[src/rtl/exec_decode_unit_pkg.sv]
`default_nettype none
// ============================================================================
// Module : exec_decode_unit_pkg
// Brief  : Opcode and ALU-operation encodings shared by the decode unit.
// Rev    : 1.0 - initial release
// ============================================================================
package exec_decode_unit_pkg;

    localparam logic [3:0] OP_RTYPE = 4'b0000;
    localparam logic [3:0] OP_ALUI  = 4'b0001;
    localparam logic [3:0] OP_LOAD  = 4'b0010;
    localparam logic [3:0] OP_STORE = 4'b0011;
    localparam logic [3:0] OP_BEQ   = 4'b0100;
    localparam logic [3:0] OP_JUMP  = 4'b0101;

    localparam logic [2:0] ALU_ADD = 3'b000;
    localparam logic [2:0] ALU_SUB = 3'b001;
    localparam logic [2:0] ALU_AND = 3'b010;
    localparam logic [2:0] ALU_OR  = 3'b011;
    localparam logic [2:0] ALU_XOR = 3'b100;
    localparam logic [2:0] ALU_NOR = 3'b101;
    localparam logic [2:0] ALU_SLL = 3'b110;
    localparam logic [2:0] ALU_SRL = 3'b111;

    // Control bundle order: jump, memtoreg, memwrite, regwrite, alusrc, branch
    typedef struct packed {
        logic jump;
        logic memtoreg;
        logic memwrite;
        logic regwrite;
        logic alusrc;
        logic branch;
    } ctrl_t;

endpackage
`default_nettype wire

[src/rtl/exec_decode_unit_alu_core.sv]
`default_nettype none
// ============================================================================
// Module : alu_core
// Brief  : Combinational DATA_W-bit ALU with zero flag.
// Rev    : 1.0 - initial release
// ============================================================================
module alu_core
    import exec_decode_unit_pkg::*;
#(
    parameter int DATA_W = 8
) (
    input  logic [2:0]        i_oper,
    input  logic [DATA_W-1:0] i_a,
    input  logic [DATA_W-1:0] i_b,
    output logic [DATA_W-1:0] o_result,
    output logic              o_zero
);

    logic [DATA_W-1:0] w_result;
    logic [2:0]        w_shamt;

    assign w_shamt = i_b[2:0];

    always_comb begin
        w_result = '0;
        case (i_oper)
            ALU_ADD: w_result = i_a + i_b;
            ALU_SUB: w_result = i_a - i_b;
            ALU_AND: w_result = i_a & i_b;
            ALU_OR:  w_result = i_a | i_b;
            ALU_XOR: w_result = i_a ^ i_b;
            ALU_NOR: w_result = ~(i_a | i_b);
            ALU_SLL: w_result = i_a << w_shamt;
            ALU_SRL: w_result = i_a >> w_shamt;
            default: w_result = '0;
        endcase
    end

    assign o_result = w_result;
    assign o_zero   = (w_result == '0);

endmodule
`default_nettype wire

[src/rtl/exec_decode_unit.sv]
`default_nettype none
// ============================================================================
// Module : exec_decode_unit
// Brief  : Registered control decode, ALU result/zero flag and jump-address extension.
// Rev    : 1.0 - initial release
// ============================================================================
module exec_decode_unit
    import exec_decode_unit_pkg::*;
#(
    parameter int DATA_W = 8
) (
    input  logic              clk0,
    input  logic              reset,
    input  logic [3:0]        op,
    input  logic [2:0]        oper,
    input  logic [DATA_W-1:0] a,
    input  logic [DATA_W-1:0] b,
    input  logic [6:0]        addr,
    output logic              jump,
    output logic              memtoreg,
    output logic              memwrite,
    output logic              regwrite,
    output logic              alusrc,
    output logic              branch,
    output logic [DATA_W-1:0] result,
    output logic              iszero,
    output logic [DATA_W-1:0] addrex
);

    ctrl_t             w_ctrl;
    logic [DATA_W-1:0] w_alu_result;
    logic              w_alu_zero;
    logic [DATA_W-1:0] w_addrex;

    ctrl_t             r_ctrl;
    logic [DATA_W-1:0] r_result;
    logic              r_iszero;
    logic [DATA_W-1:0] r_addrex;

    always_comb begin
        w_ctrl = '0;
        case (op)
            OP_RTYPE: w_ctrl = '{jump: 1'b0, memtoreg: 1'b0, memwrite: 1'b0,
                                 regwrite: 1'b1, alusrc: 1'b0, branch: 1'b0};
            OP_ALUI:  w_ctrl = '{jump: 1'b0, memtoreg: 1'b0, memwrite: 1'b0,
                                 regwrite: 1'b1, alusrc: 1'b1, branch: 1'b0};
            OP_LOAD:  w_ctrl = '{jump: 1'b0, memtoreg: 1'b1, memwrite: 1'b0,
                                 regwrite: 1'b1, alusrc: 1'b1, branch: 1'b0};
            OP_STORE: w_ctrl = '{jump: 1'b0, memtoreg: 1'b0, memwrite: 1'b1,
                                 regwrite: 1'b0, alusrc: 1'b1, branch: 1'b0};
            OP_BEQ:   w_ctrl = '{jump: 1'b0, memtoreg: 1'b0, memwrite: 1'b0,
                                 regwrite: 1'b0, alusrc: 1'b0, branch: 1'b1};
            OP_JUMP:  w_ctrl = '{jump: 1'b1, memtoreg: 1'b0, memwrite: 1'b0,
                                 regwrite: 1'b0, alusrc: 1'b0, branch: 1'b0};
            default:  w_ctrl = '0;
        endcase
    end

    alu_core #(
        .DATA_W (DATA_W)
    ) u_alu_core (
        .i_oper   (oper),
        .i_a      (a),
        .i_b      (b),
        .o_result (w_alu_result),
        .o_zero   (w_alu_zero)
    );

    assign w_addrex = DATA_W'(addr);

    // iszero resets high so it agrees with the cleared result
    always_ff @(posedge clk0) begin
        if (reset) begin
            r_ctrl   <= '0;
            r_result <= '0;
            r_iszero <= 1'b1;
            r_addrex <= '0;
        end else begin
            r_ctrl   <= w_ctrl;
            r_result <= w_alu_result;
            r_iszero <= w_alu_zero;
            r_addrex <= w_addrex;
        end
    end

    assign jump     = r_ctrl.jump;
    assign memtoreg = r_ctrl.memtoreg;
    assign memwrite = r_ctrl.memwrite;
    assign regwrite = r_ctrl.regwrite;
    assign alusrc   = r_ctrl.alusrc;
    assign branch   = r_ctrl.branch;
    assign result   = r_result;
    assign iszero   = r_iszero;
    assign addrex   = r_addrex;

endmodule
`default_nettype wire

[config.mk]
export PLATFORM = sky130hd
export DESIGN_NAME = exec_decode_unit
export DESIGN_NICKNAME = d
export VERILOG_FILES = /design/src/rtl/exec_decode_unit_pkg.sv /design/src/rtl/exec_decode_unit_alu_core.sv /design/src/rtl/exec_decode_unit.sv
export SDC_FILE = /design/constraint.sdc
export NUM_CORES = 1
export LEC_CHECK = 0
export ABC_AREA = 1
export CAP_MARGIN = 20
export CORE_ASPECT_RATIO = 1.5
export CORE_MARGIN = 10
export CORE_UTILIZATION = 45
export DETAILED_ROUTE_END_ITERATION = 8
export PLACE_DENSITY = 0.73
export SETUP_SLACK_MARGIN = 0.3
export SLEW_MARGIN = 40
export SYNTH_ARGS = -nofsm -noshare
export SYNTH_HDL_FRONTEND = slang
export SYNTH_SLANG_ARGS = --single-unit
[constraint.sdc]
create_clock -name clk0 -period 3.01 [get_ports clk0]
set_input_delay 0.4515 -clock clk0 [delete_from_list [all_inputs] [get_ports clk0]]
set_output_delay 0.4515 -clock clk0 [all_outputs]
set_load 0.1 [all_outputs]
# Word level (Yosys, flattened, before mapping)
# Cells that the tools add are included.
# W data, S select, Z words.
# word_totals
wordCells,35
inputBits,32
regBits,23
out_inout_bits,23
# classes
bitwise_logic,4
n_reduce_logical,3
add_sub_neg,2
eq_ne,12
n_mux,2
shift,2
# op_table
op,n
$pmux W8 S8,1
$pmux W6 S6,1
$eq A3 B3 Y1 const B,4
$add A8 B8 Y8,1
$and A8 B8 Y8,1
$eq A4 B2 Y1 const B,2
$eq A4 B3 Y1 const B,2
$logic_not A8 Y1,1
$not A8 Y8,1
$or A8 B8 Y8,1
$shl A8 B3 Y8,1
$shr A8 B3 Y8,1
$sub A8 B8 Y8,1
$xor A8 B8 Y8,1
$eq A3 B2 Y1 const B,2
$eq A4 B1 Y1 const B,1
$logic_not A4 Y1,1
$eq A3 B1 Y1 const B,1
$logic_not A3 Y1,1

# Logic depth before layout (Yosys ltp)
# depth
ltp_word,4
mapped_depth,24
ltp_nobuf,22

# By module
# From an unflattened synthesis, not the netlist that was laid out.
# unflattened
cells_unflattened,406
hier_area_um2,2528.7
# modules_own_cells
mod,n_inst,cells_each,area_per_inst_um2,seq_area_each_um2
alu_core,1,331,1747.9,0.0
exec_decode_unit,1,75,780.7,440.4

# Worst setup path before layout
# OpenSTA, ideal clock, no wires.
# synth_path
kind,input -> register
start,input b[1]
end,"register r_iszero, in the netlist iszero"
setup_time_ps,116
path_buffers,2
arrival_ps,2459
stages,24
path_slack_ps,436
t_required_ps,2894
path_cell_list,buf_6 -> inv_4 -> buf_4 -> ha_1 -> inv_1 -> nor3_1 -> inv_1 -> o31ai_1 -> xor2_1 -> ha_1 -> nand2_1 -> inv_1 -> nand2_1 -> nand2_1 -> inv_1 -> nand2_1 -> inv_1 -> nand2_1 -> nand2_1 -> nand2_1 -> nand2_1 -> nor2_1 -> nand3_1 -> nand2_1
# synth_via
elab_chain_cells,4
elab_cells_between_ends,10
cone_classes,add/sub (2); shift (2); mux (1); bitwise (4); reduce/logical (1)
# synth_lines
item,line,text
start: declaration,exec_decode_unit.sv:17,"input logic [DATA_W-1:0] b,"
"parallel branches: the longest is 2 deep, another holds $sub A8 B8 Y8",n/a,
$pmux W8 S8 *,exec_decode_unit_alu_core.sv:26,case (i_oper)
$logic_not A8 Y1 *,exec_decode_unit_alu_core.sv:40,assign o_zero = (w_result == '0);
end signal: assignment,exec_decode_unit.sv:81,r_iszero <= w_alu_zero;
end: declaration,exec_decode_unit.sv:37,logic r_iszero;
# Mark *: on every way between the ends.
# A chain may end at the register's enable or synchronous reset.

# Worst setup path in the final report
# Same ends and word-level chain as after synthesis.

==> metrics.md <==
| Metric | Value |
|---|---|
| Syn. warnings | `0` |
| Main combinational cell family by area after synthesis | `simple AND/OR/NAND/NOR gates` |
| Per-cell via count in the routed design | `5.06` |
| Global-route wire length before repair | `around 12000 microns` |
| Net switching fraction of the power | `0.416` |
| Global route overflow | `0` |
| Post-synthesis xor/xnor area fraction | `0.0257` |
| VDD IR-drop max | `about 0.15 mV` |
| Most common library cell in the layout ignoring fill and taps | `sky130_fd_sc_hd__nand2_1` |
| Initial core utilization | `0.465` |
| Total Nets Final | `approximately 530` |
| Die outline area | `just under 9000 sq um` |
| Longest Clk Path Bufs | `2` |
| Synth-to-layout area growth | `32.9%` |
| Flop and latch count out of synthesis | `22` |
| Average wire per cell in the routed design | `13.9 microns` |
| Fraction of power consumed by sequential logic | `0.271` |
| Cell row count | `32` |
| Startpoint of the worst hold path | `addr[5]` |
| Synthesized-area fraction occupied by adder cells | `0.140` |
| Summed instance area of the synthesized netlist | `between 2000 and 2500 sq um` |
| Placed wire-length estimate after detailed placement | `~6300 microns` |
| CP arrival | `roughly 2700 ps` |
| Shortest period the worst path allows | `2530 ps` |
| Number of hold-repair buffers added at the cts stage | `0` |
| Portion of total power attributed to combinational logic | `0.500` |
| Via total after detailed routing | `roughly 2700` |
| Number of buffers created by CTS | `3` |
| Synthesized instance count | `400` |
| Setup repair after global routing missed its margin | `false` |
| Number of unique standard cell types used by synthesis | `36` |
| H-tree depth reported by CTS | `1` |
| Period Utilization, post-route | `0.841` |
| Most frequent cells in the layout | `sky130_fd_sc_hd__nand2_1, sky130_fd_sc_hd__inv_1, sky130_fd_sc_hd__nand3_1` |
| Pin count of the biggest net entering global routing | `15` |
| Global routing usage summed across all routing layers | `0.173` |
| Synth Area in Compound Gates | `0.0488` |
| Worst setup path category | `in -> reg` |
| Ratio of cells with drive above 1 in the final layout | `0.163` |
| Post-layout instance area | `between 3000 and 4000 sq um` |
| Final routed wirelength across all metal layers | `around 7500 microns` |
| First-pass detailed-route iteration total | `4` |
| Simple-gate portion of the synthesized area | `0.466` |
| Setup-violating endpoint count in the final report | `0` |
| Die width | `approximately 80 microns` |
| Clock transition at the register clock pins on the worst setup and hold paths after CTS | `around 80 ps` |
| Fraction of synthesized area in multiplexers | `0` |
| Root buffer cell | `sky130_fd_sc_hd__clkbuf_8` |
| TritonCTS clock tree | `yes` |
| Total net switching power | `slightly below 0.0005 W` |
| Number of hold-slack violations in the final timing report | `0` |
| Cell leakage power | `1.78 nW` |
| Vias in the first global route | `between 2000 and 3000` |
| Count of pins over their slew limit | `0` |
| Max-cap viol count | `0` |
| Post-route total power | `between 0.001 and 0.0015 W` |
| Required time of the critical path | `between 3000 and 4000 ps` |
| Max Freq | `395 MHz` |
| Result of the run | `finished clean` |
| Clock sink total | `22` |
| Area of the core region | `approximately 5100 sq um` |
| Die outline height | `roughly 110 microns` |
| Type of element launching the critical path | `input pin` |
| Antenna Diode Count | `0` |
| Number of port buffers | `53` |
| Critical Path Source | `b[1]` |
| Synthesized net count | `458` |
| Remaining routing DRC violations | `0` |
| Type of the most critical hold path | `in -> reg` |
| Total power per unit cell area | `367 nW/um^2` |
| DR iter-0 viols | `130` |
| Largest fanout on the critical path | `3` |
| Synthesized area divided by synthesized cell count | `5.96 sq um` |
| Number of primary I/O pins | `55` |
| Post-synthesis sequential area ratio | `0.185` |
| Kind of end point of the critical path | `register` |
| Remaining antenna violation count after routing | `0` |
| Instance area at placement | `between 2000 and 3000 sq um` |
| Last weighted congestion value of the routability-driven placer | `between 0.9 and 1` |
| Internal power | `about 0.00068 W` |
| Number of antenna violations at the first check in global routing | `0` |
| Power share of the clock group | `0.229` |
-- power groups by stage --
stage | clock network (W) | logic (W) | registers [W]
floorplan | 0 | 0.000255 | 0.000462
global route | 0.000281 | 0.000638 | 0.000316
CTS | 0.000270 | 0.000564 | 0.000315
detailed placement | 0 | 0.000560 | 0.000322
finish | 0.000266 | 0.000582 | 0.000315
global placement | 0 | 0.000555 | 0.000321
-- synthesized netlist by cell type --
library cell,number,area (sq um)
sky130_fd_sc_hd__nor3_2,1,10.0
sky130_fd_sc_hd__inv_4,2,12.5
sky130_fd_sc_hd__inv_1,57,214
sky130_fd_sc_hd__buf_6,2,22.5
sky130_fd_sc_hd__ha_1,25,313
sky130_fd_sc_hd__nand2_2,3,18.8
sky130_fd_sc_hd__xor2_1,5,43.8
sky130_fd_sc_hd__clkinv_1,2,7.51
sky130_fd_sc_hd__buf_4,4,30.0
sky130_fd_sc_hd__nor3_1,6,30.0
sky130_fd_sc_hd__nor2_2,4,25.0
sky130_fd_sc_hd__nand3_2,2,20.0
sky130_fd_sc_hd__nand2_4,3,33.8
sky130_fd_sc_hd__nand3_4,1,17.5
sky130_fd_sc_hd__a21oi_1,9,45.0
sky130_fd_sc_hd__clkbuf_1,1,3.75
sky130_fd_sc_hd__inv_2,5,18.8
sky130_fd_sc_hd__buf_2,2,10.0
sky130_fd_sc_hd__nand2_1,129,484
sky130_fd_sc_hd__o2111ai_1,1,8.76
sky130_fd_sc_hd__nand4_1,4,25.0
sky130_fd_sc_hd__and2_1,1,6.26
sky130_fd_sc_hd__or2_1,2,12.5
sky130_fd_sc_hd__o31ai_1,2,15.0
sky130_fd_sc_hd__conb_1,1,3.75
sky130_fd_sc_hd__fa_1,1,20.0
sky130_fd_sc_hd__xnor2_1,2,17.5
sky130_fd_sc_hd__o21bai_1,1,7.51
sky130_fd_sc_hd__dfxtp_1,22,440
sky130_fd_sc_hd__nand3b_1,2,15.0
sky130_fd_sc_hd__nor2_4,1,11.3
sky130_fd_sc_hd__nor2_1,36,135
sky130_fd_sc_hd__or2_2,1,6.26
sky130_fd_sc_hd__o21ai_1,2,10.0
sky130_fd_sc_hd__o21ai_0,6,30.0
sky130_fd_sc_hd__nand3_1,52,260
-- registers in the layout (all words and copies together), names as in the netlist --
name and flops:
result 8, jump 1, regwrite 1, iszero 1
addrex 7, memtoreg 1, branch 1, alusrc 1
memwrite 1
-- critical path: stages --
cell and delay [ps]:
sky130_fd_sc_hd__dlygate4sd2_1 280, sky130_fd_sc_hd__inv_4 70, sky130_fd_sc_hd__ha_4 130, sky130_fd_sc_hd__inv_1 50, sky130_fd_sc_hd__nor3_1 120, sky130_fd_sc_hd__inv_1 80, sky130_fd_sc_hd__o31ai_2 250, sky130_fd_sc_hd__xor2_1 190
sky130_fd_sc_hd__ha_1 280, sky130_fd_sc_hd__nand2_1 100, sky130_fd_sc_hd__inv_1 50, sky130_fd_sc_hd__nand2_1 60, sky130_fd_sc_hd__nand2_1 50, sky130_fd_sc_hd__inv_1 50, sky130_fd_sc_hd__nand2_1 60, sky130_fd_sc_hd__inv_1 50
sky130_fd_sc_hd__nand2_1 40, sky130_fd_sc_hd__nand2_1 50, sky130_fd_sc_hd__nand2_1 60, sky130_fd_sc_hd__nand2_1 70, sky130_fd_sc_hd__nor2_1 40, sky130_fd_sc_hd__nand3_1 60, sky130_fd_sc_hd__nand2_1 40
-- cells by family (layout without fill, tap and decap cells) --
group / after synthesis / after routing
xor gates and xnor gates: 7 / 7
AOI/OAI and AO/OA: 21 / 21
other: 1 / 1
buffers and inverters: 75 / 142
adders and majority gates: 26 / 26
DFF: 22 / 22
and+or+nand+nor: 248 / 248
-- cell type report --
type                    instances  area (sq um)
clock inverters                 1          30.0
clock buffers                   3          41.3
flip-flops and latches         22           440
fillers                       535          1960
multi-input cells             303          1680
repair buffers                 72           638
well taps                      68          85.1
inverters                      66           253
-- metrics by stage --
step	instances	utilization	hold slack, ps	setup TNS, ps	worst slack, ps
after floorplan	400	-	521	0	436
after global placement	527	0.584	948	0	12.6
after detailed placement	527	0.584	948	-35.9	-35.9
after CTS	531	0.601	722	0	306
after global routing	535	0.618	735	0	296
final	535	0.618	722	0	479
-- metal layers --
metal  track usage  vias to the layer above  part of all wire
met5             0                        -                 0
met4        0.0694                        0             0.038
met3        0.0297                       27             0.056
met2         0.333                       95              0.52
met1         0.177                     1200              0.39
li1              -                     1384                 -
-- path summary, 6_finish.rpt --
path	endpoint	slack, ps	cells after the start
worst min-delay path	addrex[5]$_SDFF_PP0_	720	3
worst max-delay path	iszero$_SDFF_PP1_	480	23
-- what timing repair did --
action / in CTS / in global routing
resized for setup: 5 / 14
pin swaps: 2 / 8
buffers inserted: 0 / 4
cloned: 0 / 0
endpoints found under the setup margin: 1 / 3
Note: power is estimated with default switching activity, not from simulation.
